[src/rtl/fifo_wr_arbiter_pkg.sv]
// Shared definitions for the fifo write-port arbiter family.
package fifo_wr_arbiter_pkg;

    // Arbiter control states: waiting to arbitrate, or forwarding a grantee's burst.
    typedef enum logic {
        ST_IDLE  = 1'b0,
        ST_BURST = 1'b1
    } state_e;

endpackage

[src/rtl/fifo_wr_arbiter_picker.sv]
// Round-robin priority picker: finds the first set request bit searching
// circularly from the position just after last_i.
module rr_priority_picker
    import fifo_wr_arbiter_pkg::*;
#(
    parameter  int NUM_REQ = 4,
    localparam int GW      = $clog2(NUM_REQ)
) (
    input  logic [NUM_REQ-1:0] req_i,
    input  logic [GW-1:0]      last_i,
    output logic               found_o,
    output logic [GW-1:0]      idx_o
);

    logic [2*NUM_REQ-1:0] dbl;
    logic [2*NUM_REQ-1:0] masked;

    // Duplicate the request vector, mask everything at or below last_i in the
    // low copy, then take the lowest surviving bit; the upper copy supplies the
    // wrap-around candidates.
    always_comb begin
        dbl     = {req_i, req_i};
        masked  = dbl;
        found_o = 1'b0;
        idx_o   = '0;
        for (int k = 0; k < 2*NUM_REQ; k++) begin
            if (k <= int'(last_i)) begin
                masked[k] = 1'b0;
            end
        end
        for (int k = 2*NUM_REQ-1; k >= 0; k--) begin
            if (masked[k]) begin
                found_o = 1'b1;
                idx_o   = GW'(k % NUM_REQ);
            end
        end
    end

endmodule

[src/rtl/fifo_wr_arbiter.sv]
// Round-robin arbiter sharing one fifo write port between NUM_REQ producers,
// granting one producer at a time for a burst of up to MAX_BURST beats.
module fifo_wr_arbiter
    import fifo_wr_arbiter_pkg::*;
#(
    parameter  int NUM_REQ    = 4,
    parameter  int DATA_WIDTH = 32,
    parameter  int MAX_BURST  = 8,
    localparam int GW         = $clog2(NUM_REQ),
    localparam int CW         = $clog2(MAX_BURST+1)
) (
    input  logic                          clk_i,
    input  logic                          rstn_i,
    input  logic [NUM_REQ-1:0]            req_valid_i,
    input  logic [NUM_REQ-1:0]            req_last_i,
    input  logic [NUM_REQ*DATA_WIDTH-1:0] req_data_i,
    output logic [NUM_REQ-1:0]            req_ready_o,
    output logic [DATA_WIDTH-1:0]         fifo_data_o,
    output logic                          fifo_wr_en_o,
    input  logic                          fifo_full_i,
    output logic [GW-1:0]                 grant_id_o,
    output logic                          busy_o
);

    localparam logic [GW-1:0] LAST_RST = GW'(NUM_REQ-1);
    localparam logic [CW-1:0] CNT_CAP  = CW'(MAX_BURST-1);

    state_e          state_q, state_d;
    logic [GW-1:0]   grant_q, grant_d;
    logic [GW-1:0]   last_q,  last_d;
    logic [CW-1:0]   cnt_q,   cnt_d;
    logic            pick_found;
    logic [GW-1:0]   pick_idx;
    logic [NUM_REQ-1:0] grant_oh;

    rr_priority_picker #(
        .NUM_REQ (NUM_REQ)
    ) u_picker (
        .req_i   (req_valid_i),
        .last_i  (last_q),
        .found_o (pick_found),
        .idx_o   (pick_idx)
    );

    assign grant_oh    = NUM_REQ'(1) << grant_q;
    assign fifo_data_o = req_data_i[int'(grant_q)*DATA_WIDTH +: DATA_WIDTH];
    assign grant_id_o  = grant_q;
    assign busy_o      = (state_q == ST_BURST);

    // Next-state and handshake outputs: arbitrate in IDLE, pass the grantee's
    // beats straight through to the fifo in BURST unless the fifo is full.
    always_comb begin
        state_d      = state_q;
        grant_d      = grant_q;
        last_d       = last_q;
        cnt_d        = cnt_q;
        req_ready_o  = '0;
        fifo_wr_en_o = 1'b0;
        case (state_q)
            ST_IDLE: begin
                if (pick_found) begin
                    grant_d = pick_idx;
                    cnt_d   = '0;
                    state_d = ST_BURST;
                end
            end
            ST_BURST: begin
                req_ready_o  = grant_oh & {NUM_REQ{!fifo_full_i}};
                fifo_wr_en_o = req_valid_i[grant_q] & !fifo_full_i;
                if (fifo_wr_en_o) begin
                    cnt_d = cnt_q + CW'(1);
                    if (req_last_i[grant_q] || (cnt_q == CNT_CAP)) begin
                        last_d  = grant_q;
                        state_d = ST_IDLE;
                    end
                end
            end
            default: begin
                state_d = ST_IDLE;
            end
        endcase
    end

    // State, grant, round-robin pointer and beat counter registers.
    always_ff @(posedge clk_i or negedge rstn_i) begin
        if (!rstn_i) begin
            state_q <= ST_IDLE;
            grant_q <= '0;
            last_q  <= LAST_RST;
            cnt_q   <= '0;
        end else begin
            state_q <= state_d;
            grant_q <= grant_d;
            last_q  <= last_d;
            cnt_q   <= cnt_d;
        end
    end

endmodule
[config.mk]
export PLATFORM = sky130hd
export DESIGN_NAME = fifo_wr_arbiter
export DESIGN_NICKNAME = d
export VERILOG_FILES = /design/src/rtl/fifo_wr_arbiter_pkg.sv /design/src/rtl/fifo_wr_arbiter_picker.sv /design/src/rtl/fifo_wr_arbiter.sv
export SDC_FILE = /design/constraint.sdc
export NUM_CORES = 1
export LEC_CHECK = 0
export ABC_AREA = 0
export CORE_MARGIN = 8
export CORE_UTILIZATION = 25
export CTS_BUF_LIST = sky130_fd_sc_hd__clkbuf_8
export DETAILED_ROUTE_END_ITERATION = 7
export DONT_BUFFER_PORTS = 1
export GPL_TIMING_DRIVEN = 0
export PLACE_DENSITY_LB_ADDON = 0.1
export SLEW_MARGIN = 10
export SYNTH_ARGS = -nofsm -noshare
export SYNTH_HDL_FRONTEND = slang
export SYNTH_SLANG_ARGS = --single-unit
[constraint.sdc]
create_clock -name clk_i -period 1.6 [get_ports clk_i]
set_input_delay 0.24 -clock clk_i [delete_from_list [all_inputs] [get_ports clk_i]]
set_output_delay 0.24 -clock clk_i [all_outputs]
set_load 0.005 [all_outputs]
* Word level (Yosys, flattened, before mapping)
Index checks and enable logic that the tools add are counted.
** Word-level totals
- Flip-flop bits (word level) :: 9
- Bits of input ports :: 139
- Output and inout port bits :: 40
- Word-level logic and storage cells :: 52
** Cells by class
- $add $sub $neg :: 1
- Magnitude comparators :: 4
- Equality and inequality tests :: 3
- Shift operators :: 2
- Mux-type cells :: 30
- Bitwise gates (word level) :: 3
- Reduce and logical (&&, ||, !) cells :: 5
** Operator list (count)
- $shiftx 128x8->32 :: 1
- $mux 1 :: 16
- $mux 2 :: 7
- $mux 4 :: 3
- $pmux 4 s2 :: 1
- $add 4x1->4 const B :: 1
- $and 4x4->4 :: 1
- $bmux 1 s2 :: 2
- $eq 4x3->1 const B :: 1
- $le 2x2->1 const A :: 2
- $reduce_and 2->1 :: 2
- $shl 1x2->4 const A :: 1
- $lt 2x3->1 const B :: 1
- $reduce_and 3->1 :: 1
- $le 1x2->1 const A :: 1
- $ne 2x1->1 const B :: 1
- $ne 2x2->1 const B :: 1
- $pmux 1 s2 :: 1
- $and 1x1->1 :: 1
- $logic_not 1->1 :: 1
- $logic_or 1x1->1 :: 1
- $not 1->1 :: 1

* Longest topological paths before layout
- Word-level depth :: 9
- Mapped depth :: 6
- Gate-level depth less buffers :: 4

* Hierarchy
A second synthesis with hierarchy kept.
** Unflattened totals
- Cells, all modules :: 98
- Area, all modules :: 1351.3 um^2
** By module, submodules not included
- fifo_wr_arbiter :: times used 1, cells an instance 84, area an instance 1270.0 um^2, seq. area each 227.7 um^2
- rr_priority_picker :: times used 1, cells an instance 14, area an instance 81.3 um^2, seq. area each 0.0 um^2

* Worst setup path after synthesis
OpenSTA, ideal clock, no wires.
- Path type :: reg2out
- From :: register grant_q[0], in the netlist grant_id_o[0]
- To :: output port fifo_data_o[27]
- Arrival time :: 1562 ps
- Slack :: -202 ps
- Stages on the path, launching flop included :: 5
- Path through :: dfrtp_1 clkbuf_1 buf_4 buf_2 mux4_2
** On the way
- Cells in the longest elaborated chain, start to end :: 1
** RTL lines
- start: declaration :: RTL line fifo_wr_arbiter.sv:29 : logic [GW-1:0] grant_q, grant_d;
- start signal: assignment :: RTL line fifo_wr_arbiter.sv:93 : grant_q <= grant_d;
- $shiftx 128x8->32 :: RTL line fifo_wr_arbiter.sv:46 : assign fifo_data_o = req_data_i[int'(grant_q)*DATA_WIDTH +: DATA_WIDTH];
- end: declaration :: RTL line fifo_wr_arbiter.sv:18 : output logic [DATA_WIDTH-1:0] fifo_data_o,
Every way passes these cells.

* Worst setup path after layout
- From :: register grant_q[0], in the netlist grant_id_o[0]
- To :: output port fifo_data_o[2]
Same word-level chain as after synthesis.

==> flow_metrics.py <==
metrics = {
    "power": {
        "p_leak_nw": 0.639,
        "ir_drop_mv": 0.661,
        "powerDensity_nw_per_um2": 1790,
    },
    "cts": {
        "cts_root_buffer": "clkbuf_8",
        "cts_tree": "built",
        "htreeDepth": 1,
        "cts.sinks": 9,
        "cts_made_buffers": 3,
        "clk_pin_slew_ns": 0.04,
        "worst_skew_pair.late_latency_ns": 0.24,
        "clock_tree.buffer_depth": 2,
    },
    "logic_synthesis": {
        "synthTopCellsByArea": "mux4_2 (56%), dfrtp_1 (13%), dfstp_2 (3.9%), nand3_1 (2.2%), inv_1 (2.0%)",
        "ys_warn_count": 0,
        "synth_top_cell_by_area": "mux4_2",
        "syn_area_um2": 1340,
        "yosys.cell_types.count": 29,
        "synth-seq-cells": 9,
        "synth.net_count": 242,
        "async_reset_ff_frac": 1.00,
        "yosysSeqAreaShare": 0.171,
        "ys.flop_type": "dfrtp_1",
        "yosys.area.top_type_share": 0.557,
        "synth.most_common_cell": "mux4_2",
        "synth_common_cells": "mux4_2 (33), dfrtp_1 (7), inv_1 (7), nor2_1 (7), nand3_1 (6)",
        "synthCells": 102,
        "synth_edf_count": 0,
        "syn_avg_cell_area_um2": 13.1,
    },
    "placement": {
        "hpwl_mm": 5.39,
        "dp_cells": 172,
        "place_congestion": 0.741,
        "portBuffers": 0,
    },
    "setup_path": {
        "worst_setup_path_end_kind": "output port",
        "crit_fanout": 7,
        "reg2reg_to": "last_q[0]",
        "arrival_ns": 1.59,
        "rr_worst_depth": 6,
        "ff2ff_setup_slack_ns": -0.19,
        "required_ns": 1.36,
        "timing.rr.start": "grant_id_o[1]",
        "start_kind": "flip-flop",
        "path_class": "reg -> out",
    },
    "cells_and_area": {
        "fin_nets": 258,
        "final_layout_size_suffix_gt1_frac": 0.607,
        "postLayoutCoreUtil": 0.337,
        "stdcell_count": 189,
        "area_growth_pct": 29.7,
    },
    "grt": {
        "grt_pass1_vias": 1246,
        "grt_max_degree": 11,
        "grt-ovfl-total": 0,
        "grt_use_total": 0.131,
        "grt_first_pass_wirelength_mm": 7.66,
        "antenna_found_initial": 2,
    },
    "floorplanning": {
        "die_h_um": 89.1,
        "start_util": 0.260,
        "io_pins": 179,
        "placementRows": 26,
        "die_w_um": 89.1,
        "coreArea_um2": 5140,
        "dieArea_um2": 7930,
    },
    "sta": {
        "setup-violations-final": 41,
        "relSlewSlack": 0.638,
        "hold_viol": 0,
        "slew_viol_final": 0,
        "finClkSkew_ns": 0.00373,
        "rsz0062_at_grt": "yes",
        "worst_pin_slew_ns": 0.537,
        "min_period_over_period": 1.14,
        "worst_slack_ns": -0.232,
        "fmax_mhz": 546,
        "period_needed_ns": 1.83,
    },
    "worst_hold_path": {
        "hold_class": "in -> reg",
        "min_from": "req_valid_i[2]",
        "hold_depth": 3,
        "holdPathEnd": "grant_id_o[0]",
    },
    "detailed_routing": {
        "wl_per_cell_um": 31.5,
        "firstDrtPassIters": 4,
        "drc": 0,
        "wl_mm": 5.95,
        "viasPerCell": 5.89,
        "drt-initial-drc-count": 15,
        "via_count": 1114,
        "ant_nets": 0,
    },
    "status": {
        "status": "finished with violations",
        "violations": "setup timing",
    },
    "job": {
        "maxCapViolations": 0,
    },
}
[stage by stage]
step | hold slack [ns] | TNS (ns) | power [mW] | area, um2 | setup slack, ns
after floorplan | -0.0556 | -0.240 | 2.07 | 1380 | -0.101
after global routing | 0.235 | -9.92 | 3.32 | 1730 | -0.288
after detailed placement | -0.0553 | -4.95 | 2.42 | 1470 | -0.258
final | 0.211 | -7.54 | 3.11 | 1730 | -0.232
after global placement | -0.0553 | -4.68 | 2.41 | 1470 | -0.272
after CTS | 0.209 | -9.12 | 3.14 | 1710 | -0.267
[where the power goes]
group          internal (mW)  switching (mW)
clock                  0.167          0.0947
sequential             0.346           0.118
combinational           1.38            1.00
total                   1.89            1.21
[placed cells by master, fill, tap and decap left out, types with 2 or more instances in the layout]
cell type  synthesis  final
mux4_2            33     33
inv_1              7      7
dfrtp_1            7      6
buf_12             0      5
buf_6              2      5
nor2_1             7      5
nand3_1            6      4
buf_4              3      4
clkbuf_2           0      3
o211ai_1           3      3
nand2_1            3      3
clkbuf_8           0      3
diode_2            0      2
buf_8              0      2
nand3b_1           2      2
nor2_4             0      2
mux2i_1            2      2
mux2_4             0      2
o21ai_0            4      2
nand3_2            0      2
o21ai_1            0      2
dfstp_2            2      2
[kinds of logic after synthesis]
group / share of synthesized area
and+or+nand+nor: 0.0937
buffers and inverters: 0.0684
AOI/OAI and AO/OA: 0.0694
adders and majority gates: 0.00937
DFF: 0.171
muxes: 0.589
[worst max-delay path, cell delays in order (launching register included)]
cell and delay, ns:
dfrtp_1 0.40, buf_8 0.14, buf_12 0.13, buf_12 0.13, mux4_2 0.55
[flip-flops by register name, indices dropped and copies added, names as in the netlist]
signal / flops
busy_o: 1
cnt_q: 4
grant_id_o: 2
last_q: 2
[layer usage]
layer,GRT usage,wire length [um],up-vias
met5,0,0,-
li1,-,-,464
met1,0.112,1600,539
met3,0.0423,795,13
met4,0.0544,160,0
met2,0.268,3390,98
[repair_timing]
action | in CTS | in global routing
cloned | 1 | 0
endpoints found under the setup margin | 43 | 43
resized for setup | 25 | 6
pin swaps | 3 | 2
hold buffers | 1 | 0
buffers inserted | 8 | 1
endpoints found under the hold margin | 9 | 0
[how the worst max path moves through the flow]
stage,end,slack (ns),depth (start not counted),start
floorplan,last_q[0],-0.10,6,grant_id_o[1]
global route,fifo_data_o[19],-0.29,4,grant_id_o[0]
finish,fifo_data_o[2],-0.23,4,grant_id_o[0]
CTS,fifo_data_o[19],-0.27,4,grant_id_o[0]
detailed placement,last_q[0],-0.26,5,grant_id_o[0]
global placement,last_q[0],-0.27,5,grant_id_o[0]
[layout make-up]
type	instances	area, um2
Fill cell	532	3410
Timing Repair Buffer	11	141
Sequential cell	9	229
Clock buffer	3	41.3
Tap cell	70	87.6
Clock inverter	1	3.75
Antenna cell	2	5.00
Multi-Input combinational cell	76	1070
Inverter	7	28.8
Buffer	10	128
Power figures use the tool's default switching activity.
